--- src/rtl/bf_pkg.sv ---
// Shared types and constants for the path tracer: controller states, abort codes
// and the default "no predecessor" marker.
package bf_pkg;

    typedef enum logic [2:0] {
        StIdle,
        StCheck,
        StRead,
        StWait,
        StEmit,
        StFin,
        StErr
    } state_e;

    localparam logic [1:0] ErrNone    = 2'd0;
    localparam logic [1:0] ErrBadArg  = 2'd1;
    localparam logic [1:0] ErrUnreach = 2'd2;
    localparam logic [1:0] ErrCycle   = 2'd3;

    localparam logic [7:0] NoPred = 8'hFF;

endpackage

--- src/rtl/path_stack.sv ---
// LIFO holding the traced path; the destination is pushed first so pops yield the
// path source-first.
module path_stack #(
    parameter int unsigned DEPTH = 32,
    parameter int unsigned WIDTH = 8
) (
    input  logic                   clock,
    input  logic                   reset,
    input  logic                   clear,
    input  logic                   push,
    input  logic                   pop,
    input  logic [WIDTH-1:0]       push_data,
    output logic [WIDTH-1:0]       top,
    output logic [$clog2(DEPTH):0] depth,
    output logic                   full,
    output logic                   empty
);
    localparam int unsigned SpW = $clog2(DEPTH) + 1;
    localparam int unsigned AW  = (DEPTH > 1) ? $clog2(DEPTH) : 1;

    logic [WIDTH-1:0] mem_q [DEPTH];
    logic [SpW-1:0]   sp_q, sp_d;
    logic [AW-1:0]    wr_idx, top_idx;
    logic             do_push, do_pop;

    assign full    = (sp_q == SpW'(DEPTH));
    assign empty   = (sp_q == '0);
    assign depth   = sp_q;
    assign do_push = push && !full && !clear;
    assign do_pop  = pop && !empty && !clear;
    assign wr_idx  = AW'(sp_q);
    assign top_idx = AW'(sp_q - SpW'(1));
    assign top     = empty ? '0 : mem_q[top_idx];

    always_comb begin
        sp_d = sp_q;
        if (clear) begin
            sp_d = '0;
        end else if (do_push) begin
            sp_d = sp_q + SpW'(1);
        end else if (do_pop) begin
            sp_d = sp_q - SpW'(1);
        end
    end

    always_ff @(posedge clock) begin
        if (reset) begin
            sp_q <= '0;
        end else begin
            sp_q <= sp_d;
        end
    end

    // Storage needs no reset: nothing is visible above the stack pointer.
    always_ff @(posedge clock) begin
        if (do_push) begin
            mem_q[wr_idx] <= push_data;
        end
    end

endmodule

--- src/rtl/path_tracer.sv ---
// Walks a predecessor table back from the destination to the source, then streams
// the recovered path source-first over a valid/ready interface.
module path_tracer
    import bf_pkg::*;
#(
    parameter int unsigned MAX_VERTS = 32,
    parameter logic [7:0]  NO_PRED   = NoPred
) (
    input  logic       clock,
    input  logic       reset,
    input  logic       start,
    input  logic [7:0] source_num,
    input  logic [7:0] destination,
    input  logic [7:0] vertice_num,
    output logic       pred_rd_en,
    output logic [7:0] pred_rd_addr,
    input  logic [7:0] pred_rd_data,
    output logic       path_valid,
    input  logic       path_ready,
    output logic [7:0] path_vertex,
    output logic       path_last,
    output logic       busy,
    output logic       done,
    output logic       error,
    output logic [1:0] err_code
);
    localparam int unsigned SpW = $clog2(MAX_VERTS) + 1;

    state_e     state_q, state_d;
    logic [7:0] src_q, src_d, dst_q, dst_d, n_q, n_d;
    logic [7:0] cur_q, cur_d, hops_q, hops_d;
    logic [1:0] err_code_q, err_code_d;
    logic [7:0] pred_rd_addr_q, pred_rd_addr_d;
    logic       pred_rd_en_q, pred_rd_en_d;
    logic       busy_q, busy_d, done_q, done_d, error_q, error_d;

    logic           st_clear, st_push, st_pop, st_full, st_empty;
    logic [7:0]     st_push_data, st_top;
    logic [SpW-1:0] st_depth;
    logic           bad_arg, bad_pred, hop_limit;

    path_stack #(
        .DEPTH (MAX_VERTS),
        .WIDTH (8)
    ) u_stack (
        .clock     (clock),
        .reset     (reset),
        .clear     (st_clear),
        .push      (st_push),
        .pop       (st_pop),
        .push_data (st_push_data),
        .top       (st_top),
        .depth     (st_depth),
        .full      (st_full),
        .empty     (st_empty)
    );

    assign bad_arg = (src_q == 8'd0) || (dst_q == 8'd0) || (n_q == 8'd0) ||
                     (src_q > n_q) || (dst_q > n_q) || (32'(n_q) > MAX_VERTS);
    assign bad_pred = (pred_rd_data == NO_PRED) || (pred_rd_data == 8'd0) ||
                      (pred_rd_data > n_q);
    // Depth here is before pushing p, so +1 is the depth once p is on the stack.
    assign hop_limit = (hops_q + 8'd1 >= n_q) || (32'(st_depth) + 32'd1 >= MAX_VERTS);

    always_comb begin
        state_d      = state_q;
        src_d        = src_q;
        dst_d        = dst_q;
        n_d          = n_q;
        cur_d        = cur_q;
        hops_d       = hops_q;
        err_code_d   = err_code_q;
        st_clear     = 1'b0;
        st_push      = 1'b0;
        st_pop       = 1'b0;
        st_push_data = 8'd0;

        case (state_q)
            StIdle: begin
                if (start) begin
                    src_d      = source_num;
                    dst_d      = destination;
                    n_d        = vertice_num;
                    hops_d     = 8'd0;
                    err_code_d = ErrNone;
                    st_clear   = 1'b1;
                    state_d    = StCheck;
                end
            end
            StCheck: begin
                if (bad_arg) begin
                    err_code_d = ErrBadArg;
                    state_d    = StErr;
                end else begin
                    st_push      = 1'b1;
                    st_push_data = dst_q;
                    if (dst_q == src_q) begin
                        state_d = StEmit;
                    end else begin
                        cur_d   = dst_q;
                        state_d = StRead;
                    end
                end
            end
            StRead: state_d = StWait;
            StWait: begin
                if (bad_pred) begin
                    err_code_d = ErrUnreach;
                    state_d    = StErr;
                end else begin
                    st_push      = !st_full;
                    st_push_data = pred_rd_data;
                    hops_d       = hops_q + 8'd1;
                    if (pred_rd_data == src_q) begin
                        state_d = StEmit;
                    end else if (hop_limit) begin
                        err_code_d = ErrCycle;
                        state_d    = StErr;
                    end else begin
                        cur_d   = pred_rd_data;
                        state_d = StRead;
                    end
                end
            end
            StEmit: begin
                if (path_ready && !st_empty) begin
                    st_pop = 1'b1;
                    if (st_depth == SpW'(1)) begin
                        state_d = StFin;
                    end
                end
            end
            StFin:   state_d = StIdle;
            StErr:   state_d = StIdle;
            default: state_d = StIdle;
        endcase

        pred_rd_en_d   = (state_d == StRead);
        pred_rd_addr_d = pred_rd_en_d ? cur_d : 8'd0;
        busy_d         = (state_d != StIdle);
        done_d         = (state_d == StFin);
        error_d        = (state_d == StErr);
    end

    always_ff @(posedge clock) begin
        if (reset) begin
            state_q        <= StIdle;
            src_q          <= 8'd0;
            dst_q          <= 8'd0;
            n_q            <= 8'd0;
            cur_q          <= 8'd0;
            hops_q         <= 8'd0;
            err_code_q     <= ErrNone;
            pred_rd_en_q   <= 1'b0;
            pred_rd_addr_q <= 8'd0;
            busy_q         <= 1'b0;
            done_q         <= 1'b0;
            error_q        <= 1'b0;
        end else begin
            state_q        <= state_d;
            src_q          <= src_d;
            dst_q          <= dst_d;
            n_q            <= n_d;
            cur_q          <= cur_d;
            hops_q         <= hops_d;
            err_code_q     <= err_code_d;
            pred_rd_en_q   <= pred_rd_en_d;
            pred_rd_addr_q <= pred_rd_addr_d;
            busy_q         <= busy_d;
            done_q         <= done_d;
            error_q        <= error_d;
        end
    end

    // Path outputs decode only flops, so they hold steady while the consumer stalls.
    assign path_valid   = (state_q == StEmit);
    assign path_vertex  = path_valid ? st_top : 8'd0;
    assign path_last    = path_valid && (st_depth == SpW'(1));
    assign pred_rd_en   = pred_rd_en_q;
    assign pred_rd_addr = pred_rd_addr_q;
    assign busy         = busy_q;
    assign done         = done_q;
    assign error        = error_q;
    assign err_code     = err_code_q;

endmodule

--- config.mk ---
export PLATFORM = sky130hd
export DESIGN_NAME = path_tracer
export DESIGN_NICKNAME = d
export VERILOG_FILES = /design/src/rtl/bf_pkg.sv /design/src/rtl/path_stack.sv /design/src/rtl/path_tracer.sv
export SDC_FILE = /design/constraint.sdc
export NUM_CORES = 1
export LEC_CHECK = 0
export BUFFER_PORTS_ARGS = -buffer_cell sky130_fd_sc_hd__buf_4
export CORE_MARGIN = 2
export CORE_UTILIZATION = 45
export DETAILED_ROUTE_END_ITERATION = 10
export GPL_ROUTABILITY_DRIVEN = 0
export MAX_ROUTING_LAYER = met4
export PLACE_DENSITY = 0.66
export SETUP_SLACK_MARGIN = 0.15
export SYNTH_ARGS = -nofsm -noshare
export SYNTH_HDL_FRONTEND = slang
export SYNTH_SLANG_ARGS = --single-unit
export TNS_END_PERCENT = 30
--- constraint.sdc ---
create_clock -name clock -period 3.42 [get_ports clock]
set_input_delay 0.513 -clock clock [delete_from_list [all_inputs] [get_ports clock]]
set_output_delay 0.513 -clock clock [all_outputs]
set_load 0.02 [all_outputs]
==> results of run 1 <==
[layout make-up]
cell class / count / area [sq um] / share of cell area
Clock buffer: 43 / 906 / 0.0530
Timing Repair Buffer: 163 / 1610 / 0.0943
Tap cell: 396 / 495 / 0.0290
Clock inverter: 18 / 181 / 0.0106
Inverter: 19 / 76.3 / 0.00447
Multi-Input combinational cell: 547 / 4860 / 0.284
Sequential cell: 319 / 8960 / 0.524
[cells in the final DEF (no fill, tap or decap), types with 4 or more instances in the layout]
cell / instances
xor2_1: 4
clkbuf_1: 8
clkinv_1: 8
a31oi_1: 16
nand3_1: 22
edfxtp_1: 256
a211oi_1: 7
or3_1: 5
ha_1: 36
o21ai_0: 9
nand2_1: 90
nor3_1: 16
nor4_1: 7
buf_4: 136
nand2b_1: 5
and3_1: 7
a21oi_1: 49
buf_16: 8
xnor2_1: 20
a311oi_1: 7
inv_1: 15
nand4_1: 10
dfxtp_1: 60
nand3b_1: 6
mux2i_1: 14
a22o_1: 9
mux4_2: 80
buf_12: 13
mux2_2: 8
clkbuf_16: 38
clkinv_2: 5
nor2_1: 62
nor2b_1: 6
[critical path: stages, from the launching register on]
cell,delay (ps)
dfxtp_4,370
inv_4,40
ha_4,340
buf_6,150
buf_16,140
mux4_2,360
mux4_2,490
mux2i_1,200
nor2_1,90
buf_4,210
[power by group]
group | leakage (nW) | switching (W) | internal [W] | total (W)
Clock | 0.528 | 0.00148 | 0.00211 | 0.00359
Combinational | 2.41 | 0.000795 | 0.000607 | 0.00140
Sequential | 2.89 | 0.0000638 | 0.00424 | 0.00430
[worst max path at each step]
stage / cells past startpoint / endpoint / from / slack (ps)
floorplan: 9 / path_vertex[0] / u_stack.depth[0]$_SDFFE_PP0P_ / 300
global placement: 12 / u_stack.mem_q[23][3]$_DFFE_PP_ / pred_rd_data[5] / 190
detailed placement: 12 / pred_rd_addr[4]$_SDFF_PP0_ / hops_q[0]$_SDFFE_PP0P_ / 180
CTS: 9 / path_vertex[7] / u_stack.depth[0]$_SDFFE_PP0P_ / 60
global route: 9 / path_vertex[5] / u_stack.depth[0]$_SDFFE_PP0P_ / -70
finish: 9 / path_vertex[4] / u_stack.depth[0]$_SDFFE_PP0P_ / 7
[stage by stage]
stage          setup slack (ps)   util  cells  hold slack [ps]  setup TNS [ps]
3_5_place_dp                183  0.507   1424              453               0
4_1_cts                    55.8  0.552   1498              233               0
5_1_grt                   -72.7  0.557   1505              247            -111
6_report                   7.35  0.557   1505              248               0
3_3_place_gp                188  0.507   1424              444               0
2_1_floorplan               302      -    931              436               0
[logic make-up after synthesis]
logic type	count (synthesis)	synth area share
flops	319	0.638
simple gates	255	0.0871
compound gates	125	0.0594
mux	102	0.145
buf+inv	66	0.0202
fa+ha+maj	38	0.0339
xor+xnor	26	0.0162
[timing repair]
item	in CTS	in global routing
endpoints found under the setup margin	8	74
gates resized for setup	18	10
setup buffers	7	3
gates cloned	6	4
pin swaps	1	4
[routing by layer]
layer	vias up	routed length, um	global-route usage
met1	4404	14900	0.309
met4	0	915	0.0606
met3	69	2600	0.0338
met2	388	17100	0.349
li1	3965	-	-
met5	-	0	-
[sequential cells by signal, summed over array words and instances, names as in the netlist]
register	flops
u_stack.depth	6
hops_q	8
pred_rd_en	1
done	1
cur_q	8
busy	1
state_q	3
u_stack.mem_q	256
pred_rd_addr	8
dst_q	8
err_code	2
src_q	8
error	1
n_q	8
==> results.sh, run 1 <==
export IMPL_critPathKind="reg2out"
export IMPL_die_w_um=181
export IMPL_hold_depth=3
export IMPL_synthCells=931
export IMPL_r2r_end="u_stack.mem_q[27][7]$_DFFE_PP_"
export IMPL_die_h_um=181
export IMPL_firstDrtPassIters=7
export IMPL_reg2reg_from="n_q[5]$_SDFFE_PP0P_"
export IMPL_yosysMostFrequentCell="edfxtp_1"
export IMPL_initial_utilization=0.457
export IMPL_cts_hold_buf=0
export IMPL_setup_viol=0
export IMPL_drt_initial_drc_count=735
export IMPL_rows=64
export IMPL_regToRegSetupSlack_ps=340
export IMPL_layout_drive_gt1_share=0.292
export IMPL_period_needed_ps=3410
export IMPL_overflow=0
export IMPL_synth_area_leader_cell="edfxtp_1"
export IMPL_synth_top_area_frac=0.548
export IMPL_tritoncts="done"
export IMPL_ys_seq_elements=319
export IMPL_drc_errors=0
export IMPL_finalCritPeriodShare=0.998
export IMPL_synth_nets=1005
export IMPL_cp_start_kind="flop"
export IMPL_clk_insertion_delay_late_ps=520
export IMPL_finalPower_w=0.00930
export IMPL_synth_seq_area_share=0.638
export IMPL_worstHoldStart="vertice_num[0]"
export IMPL_via_count=8826
export IMPL_wl_mm=35.5
export IMPL_grt_first_pass_wirelength_mm=53.6
export IMPL_ys_top_cells_by_count="edfxtp_1 (256), nand2_1 (90), mux4_2 (80)"
export IMPL_grt_pass1_vias=8832
export IMPL_ys_warn_count=0
export IMPL_worstPathRequired_ps=2910
export IMPL_cts_sinks=319
export IMPL_design_area_sq_um=17100
export IMPL_max_freq_ghz=0.293
export IMPL_powerDensity_nw_per_um2=544
export IMPL_outcome="complete, no violations"
export IMPL_layout_nets=1158
export IMPL_dp_hpwl_mm=21.6
export IMPL_synth_area_leaders="edfxtp_1 (55%), mux4_2 (13%), dfxtp_1 (9.0%), ha_1 (3.4%), nand2_1 (2.4%)"
export IMPL_cap_violations=0
export IMPL_ir_drop_v=0.000300
export IMPL_viasPerCell=5.86
export IMPL_worstHoldPathType="in2reg"
export IMPL_synth_area_per_cell_sq_um=15.1
export IMPL_synth_area_sq_um=14000
export IMPL_dieArea_sq_um=32600
export IMPL_fill_cells=2436
export IMPL_drv_slew=0
export IMPL_finClkSkew_ps=22.9
export IMPL_ys_async_sr_fraction=0
export IMPL_antenna_found_initial=0
export IMPL_ant_nets=0
export IMPL_grt_util_all_layers=0.224
export IMPL_report_final_hold_viol_count=0
export IMPL_cts_root_buf="clkbuf_16"
export IMPL_htreeDepth=2
export IMPL_core_sq_um=30700
export IMPL_holdPathEnd="n_q[0]$_SDFFE_PP0P_"
export IMPL_synth_edf_count=256
export IMPL_cp_arrival_ps=2900
export IMPL_p_leak_nw=5.83
export IMPL_path_max_fanout=8
export IMPL_clk_path_buf_depth=3
export IMPL_ios=60
export IMPL_clk_pin_slew_ps=60
export IMPL_rsz0062_at_grt="yes"
export IMPL_tightest_slew_ps=874
export IMPL_io_buffer_count=59
export IMPL_synthToLayoutAreaGrowth_pct=21.9
export IMPL_reg2reg_depth=12
export IMPL_ys_dominant_reg_cell="edfxtp_1"
export IMPL_relSlewSlack=0.414
export IMPL_wl_per_cell_um=23.6
export IMPL_cp_end_kind="output port"
export IMPL_numCtsBuffers=34
export IMPL_diodes=0
export IMPL_synth_cell_types=64
export IMPL_place_area_sq_um=15600
export IMPL_grt_max_degree=52
No activity file was read; power rests on OpenSTA's default activity.
==> inputs of run 2 (changes only) <==
- ABC_AREA: unset -> 1
==> run 2 against run 1 <==
- maximum frequency up 5.9%
- global-route usage up 2.6 points
- clock-buffer cell count down 2
- area after synthesis up 4.3%
- via count up 28%
- critical path type unchanged
==> results.sh, run 2 <==
export IMPL_outcome="complete, no violations"
export IMPL_cp_arrival_ps=2710
export IMPL_relSlewSlack=0.390
export IMPL_report_final_hold_viol_count=0
export IMPL_synth_area_leaders="edfxtp_1 (53%), nand2_1 (10%), dfxtp_1 (8.6%), a21oi_1 (6.3%), ha_1 (3.2%)"
export IMPL_ys_top_cells_by_count="nand2_1 (400), edfxtp_1 (256), a21oi_1 (183)"
export IMPL_globalRoute_busiestLayer="met2"
export IMPL_final_common_cell="nand2_1"
export IMPL_synthCells=1445
export IMPL_tightest_slew_ps=915
export IMPL_viasPerCell=5.60
export IMPL_ys_seq_elements=319
export IMPL_final_cell_mix="nand2_1 (400), edfxtp_1 (256), a21oi_1 (180)"
export IMPL_grtUsageMet1=0.334
export IMPL_initial_utilization=0.453
export IMPL_largest_register_ffs=256
export IMPL_ir_drop_v=0.000385
export IMPL_max_freq_ghz=0.310
export IMPL_cts_hold_buf=0
export IMPL_drc_errors=0
export IMPL_grt_first_pass_wirelength_mm=62.2
export IMPL_powerDensity_nw_per_um2=582
export IMPL_io_buffer_count=59
export IMPL_synth_area_sq_um=14600
export IMPL_finClkSkew_ps=13.4
export IMPL_finalPower_w=0.0103
export IMPL_die_h_um=184
export IMPL_wl_mm=41.3
export IMPL_finalCritPeriodShare=0.942
export IMPL_core_sq_um=32300
export IMPL_rows=66
export IMPL_grt_util_all_layers=0.249
export IMPL_synth_area_leader_cell="edfxtp_1"
export IMPL_drv_slew=0
export IMPL_grt_pass1_vias=10700
export IMPL_ant_nets=0
export IMPL_ys_warn_count=0
export IMPL_cts_sinks=319
export IMPL_grt_max_degree=133
export IMPL_clk_insertion_delay_late_ps=530
export IMPL_clk_path_buf_depth=3
export IMPL_rsz0062_at_grt="yes"
export IMPL_worstHoldPathType="in2reg"
export IMPL_p_leak_nw=6.62
export IMPL_synth_edf_count=256
export IMPL_setup_viol=0
export IMPL_synth_nets=1519
export IMPL_cts_root_buf="clkbuf_16"
export IMPL_use_met3=0.0369
export IMPL_cp_end_kind="output port"
export IMPL_synth_area_per_cell_sq_um=10.1
export IMPL_die_w_um=184
export IMPL_diodes=0
export IMPL_ios=60
export IMPL_grt_util_met2=0.397
export IMPL_clk_pin_slew_ps=60
export IMPL_numCtsBuffers=35
export IMPL_dieArea_sq_um=34000
export IMPL_htreeDepth=2
export IMPL_synth_top_area_frac=0.525
export IMPL_synth_cell_types=41
export IMPL_path_max_fanout=31
export IMPL_antenna_found_initial=0
export IMPL_wl_per_cell_um=20.5
export IMPL_yosysMostFrequentCell="nand2_1"
export IMPL_ys_dominant_reg_cell="edfxtp_1"
export IMPL_overflow=0
export IMPL_layout_drive_gt1_share=0.172
export IMPL_critPathKind="reg2out"
export IMPL_firstDrtPassIters=5
export IMPL_synth_seq_area_share=0.612
export IMPL_setup_tns_ps=0
export IMPL_synthToLayoutAreaGrowth_pct=20.4
export IMPL_worstPathRequired_ps=2910
export IMPL_period_needed_ps=3220
export IMPL_layout_nets=1627
export IMPL_ys_async_sr_fraction=0
export IMPL_tritoncts="done"
export IMPL_drt_initial_drc_count=1346
export IMPL_top_register="u_stack.mem_q"
export IMPL_dp_hpwl_mm=25.0
export IMPL_via_count=11300
export IMPL_cp_start_kind="flop"
export IMPL_cap_violations=0
run 2: logic make-up (layout without fill, tap and decap cells):
family / Yosys count / in the layout / synth area share
fa+ha+maj: 38 / 38 / 0.0325
xor+xnor: 20 / 20 / 0.0120
compound gates: 310 / 310 / 0.125
buf+inv: 157 / 290 / 0.0457
simple gates: 601 / 601 / 0.174
flops: 319 / 319 / 0.612
run 2: stage by stage:
| stage | util | cells | hold WS (ps) | setup slack [ps] | instance area [sq um] |
|---|---|---|---|---|---|
| floorplan | - | 1445 | 453 | 161 | 14600 |
| global placement | 0.493 | 1943 | 464 | 328 | 15900 |
| detailed placement | 0.493 | 1943 | 464 | 272 | 15900 |
| CTS | 0.538 | 2010 | 233 | 130 | 17400 |
| global route | 0.546 | 2020 | 248 | 112 | 17600 |
| finish | 0.546 | 2020 | 246 | 198 | 17600 |
run 2: worst max-delay path, stage by stage, from the launching register on:
cell and delay, ps:
dfxtp_4 370, inv_8 50, ha_1 260, xnor2_4 200, bufbuf_16 350, o311ai_1 430, nand3_1 140, a21oi_1 200
buf_4 170
run 2: path summary, 6_finish.rpt:
check	from	to	slack, ps	cells past startpoint
worst min-delay path	destination[6]	dst_q[6]$_SDFFE_PP0P_	250	3
worst min register to register	err_code[1]$_SDFFE_PP0P_	err_code[1]$_SDFFE_PP0P_	480	2
worst max register to register	n_q[2]$_SDFFE_PP0P_	u_stack.mem_q[27][7]$_DFFE_PP_	330	16
worst max-delay path	u_stack.depth[0]$_SDFFE_PP0P_	path_vertex[5]	200	8
run 2: area by class of cell:
cell class	count	area, sq um
clock buffers	41	898
flip-flops and latches	319	8960
repair buffers	140	1330
clock inverters	21	273
multi-input cells	969	5250
fillers	2758	14700
well taps	442	553
inverters	88	353
run 2: power by group:
group | switching (W) | internal [W] | total, W
clock network | 0.00156 | 0.00229 | 0.00385
registers | 0.000129 | 0.00429 | 0.00442
logic | 0.00129 | 0.000687 | 0.00198
total | 0.00298 | 0.00727 | 0.0103
run 2: layer usage:
metal | vias to the layer above | share of wire
li1 | 5261 | -
met1 | 5459 | 0.42
met2 | 528 | 0.47
met3 | 64 | 0.079
met4 | 0 | 0.026
met5 | - | 0
run 2: what timing repair did:
item | 4_1_cts | 5_1_grt
gates resized for setup | 35 | 32
pin swaps | 2 | 9
endpoints found under the setup margin | 8 | 18
gates cloned | 5 | 2
setup buffers | 0 | 8
hold endpoints to repair | 0 | 0
==> inputs of run 3 (changes only) <==
- CELL_PAD_IN_SITES_DETAIL_PLACEMENT: unset -> 0
- CELL_PAD_IN_SITES_GLOBAL_PLACEMENT: unset -> 1
- HOLD_SLACK_MARGIN: unset -> 0.1
- PLACE_DENSITY: 0.66 -> 0.79
- SKIP_CTS_REPAIR_TIMING: unset -> 1
==> run 3 against run 2 <==
- sequential share of layout area rose by 0.23 points
- die area did not move
- non-clock buffer count rose by 1
- cell area fell by 0.45%
- via count fell by 2.1%
- hold slack got worse by 7.8 ps
- register-to-register slack improved by 140 ps
- critical path depth rose by 4
- global-route usage fell by 1.4 points
==> results.sh, run 3 (synthesis gave the netlist of run 2 again) <==
export IMPL_grt_first_pass_wirelength_mm=59.1
export IMPL_setup_tns_ps=0
export IMPL_drc_errors=0
export IMPL_overflow=0
export IMPL_relSlewSlack=0.577
export IMPL_ant_nets=0
export IMPL_rsz0062_at_grt="yes"
export IMPL_io_buffer_count=59
export IMPL_finalCritPeriodShare=0.959
export IMPL_tightest_slew_ps=634
export IMPL_worstPathRequired_ps=2910
export IMPL_layout_drive_gt1_share=0.172
export IMPL_grt_max_degree=133
export IMPL_die_h_um=184
export IMPL_max_freq_ghz=0.305
export IMPL_die_w_um=184
export IMPL_report_final_hold_viol_count=0
export IMPL_antenna_found_initial=0
export IMPL_tritoncts="done"
export IMPL_synthToLayoutAreaGrowth_pct=19.9
export IMPL_firstDrtPassIters=7
export IMPL_dieArea_sq_um=34000
export IMPL_r2r_end="pred_rd_addr[4]$_SDFF_PP0_"
export IMPL_reg2reg_depth=14
export IMPL_clk_pin_slew_ps=60
export IMPL_drv_slew=0
export IMPL_cts_sinks=319
export IMPL_cp_arrival_ps=2770
export IMPL_cp_end_kind="output port"
export IMPL_initial_utilization=0.453
export IMPL_final_cell_mix="nand2_1 (399), edfxtp_1 (256), a21oi_1 (177)"
export IMPL_worstHoldPathType="in2reg"
export IMPL_drt_initial_drc_count=1087
export IMPL_layout_nets=1628
export IMPL_numCtsBuffers=35
export IMPL_clk_path_buf_depth=3
export IMPL_critPathKind="reg2out"
export IMPL_powerDensity_nw_per_um2=568
export IMPL_core_sq_um=32300
export IMPL_fill_cells=2784
export IMPL_dp_hpwl_mm=24.4
export IMPL_wl_mm=40.4
export IMPL_cap_violations=0
export IMPL_grt_pass1_vias=10500
export IMPL_outcome="complete, no violations"
export IMPL_cp_start_kind="flop"
export IMPL_wl_per_cell_um=19.9
export IMPL_setup_viol=0
export IMPL_grt_util_all_layers=0.235
export IMPL_reg2reg_from="hops_q[0]$_SDFFE_PP0P_"
export IMPL_hold_depth=3
export IMPL_htreeDepth=2
export IMPL_regToRegSetupSlack_ps=470
export IMPL_finalPower_w=0.00996
export IMPL_top_register="u_stack.mem_q"
export IMPL_cts_root_buf="clkbuf_16"
export IMPL_ios=60
export IMPL_period_needed_ps=3280
export IMPL_largest_register_ffs=256
export IMPL_via_count=11100
export IMPL_finClkSkew_ps=26.5
export IMPL_rows=66
export IMPL_final_common_cell="nand2_1"
export IMPL_p_leak_nw=6.58
export IMPL_crit_start="u_stack.depth[0]$_SDFFE_PP0P_"
export IMPL_diodes=0
export IMPL_viasPerCell=5.48
export IMPL_ir_drop_v=0.000524
export IMPL_clk_insertion_delay_late_ps=540
export IMPL_crit_end="path_vertex[6]"
export IMPL_path_max_fanout=17
==> run 3: cell types whose count changed in the layout (fill, tap and decap cells not counted), moves of 3 or more <==
cell / change
buf_4: -6
buf_6: +5
clkbuf_16: +5
bufbuf_16: -4
a21oi_1: -3
a21oi_2: +3
a22oi_1: +3
a22oi_2: -3
bufinv_16: -3
clkinv_2: +3
o311ai_2: -3
==> run 3: cell type report <==
cell class	instances	area, sq um	share of cell area
sequential	319	8960	0.511
multi-input combinational	969	5220	0.298
timing repair buffer	141	1350	0.0768
clock buffer	42	912	0.0520
tap	442	553	0.0315
inverter	88	345	0.0197
clock inverter	22	201	0.0115
==> run 3: per-stage QoR <==
| stage | std cells | util | instance area (sq um) | setup WS (ps) | hold slack, ps |
|---|---|---|---|---|---|
| 2_1_floorplan | 1445 | - | 14600 | 161 | 453 |
| 3_3_place_gp | 1944 | 0.493 | 15900 | 278 | 464 |
| 3_5_place_dp | 1944 | 0.493 | 15900 | 284 | 466 |
| 4_1_cts | 2008 | 0.528 | 17000 | -308 | 222 |
| 5_1_grt | 2023 | 0.543 | 17500 | 55.0 | 262 |
| 6_report | 2023 | 0.543 | 17500 | 139 | 238 |
==> run 3: power breakdown <==
group / leakage (nW) / internal, W / switching [W]
clock network: 0.550 / 0.00209 / 0.00158
registers: 2.54 / 0.00429 / 0.000135
logic: 3.49 / 0.000626 / 0.00123
total: 6.58 / 0.00701 / 0.00294
==> run 3: worst min path at each step <==
stage	slack, ps	end	from
after global routing	260	n_q[0]$_SDFFE_PP0P_	vertice_num[0]
after global placement	460	err_code[1]$_SDFFE_PP0P_	err_code[1]$_SDFFE_PP0P_
final	240	dst_q[4]$_SDFFE_PP0P_	destination[4]
after detailed placement	470	err_code[1]$_SDFFE_PP0P_	err_code[1]$_SDFFE_PP0P_
after CTS	220	dst_q[4]$_SDFFE_PP0P_	destination[4]
after floorplan	450	hops_q[7]$_SDFFE_PP0P_	hops_q[7]$_SDFFE_PP0P_
==> run 3: per-layer routing <==
layer / global-route usage / share of wire / vias up
li1: - / - / 5254
met5: - / 0 / -
met4: 0.0755 / 0.027 / 0
met1: 0.320 / 0.44 / 5280
met2: 0.365 / 0.46 / 461
met3: 0.0336 / 0.076 / 81
==> run 3: worst max-delay path: stages, from the launching register on <==
cell	delay [ps]
dfxtp_4	400
inv_6	70
ha_4	330
buf_12	180
buf_12	160
a21oi_1	60
a22oi_1	190
nor2_1	80
o21ai_1	210
nand3_1	110
a21oi_1	150
buf_4	160
buf_4	130
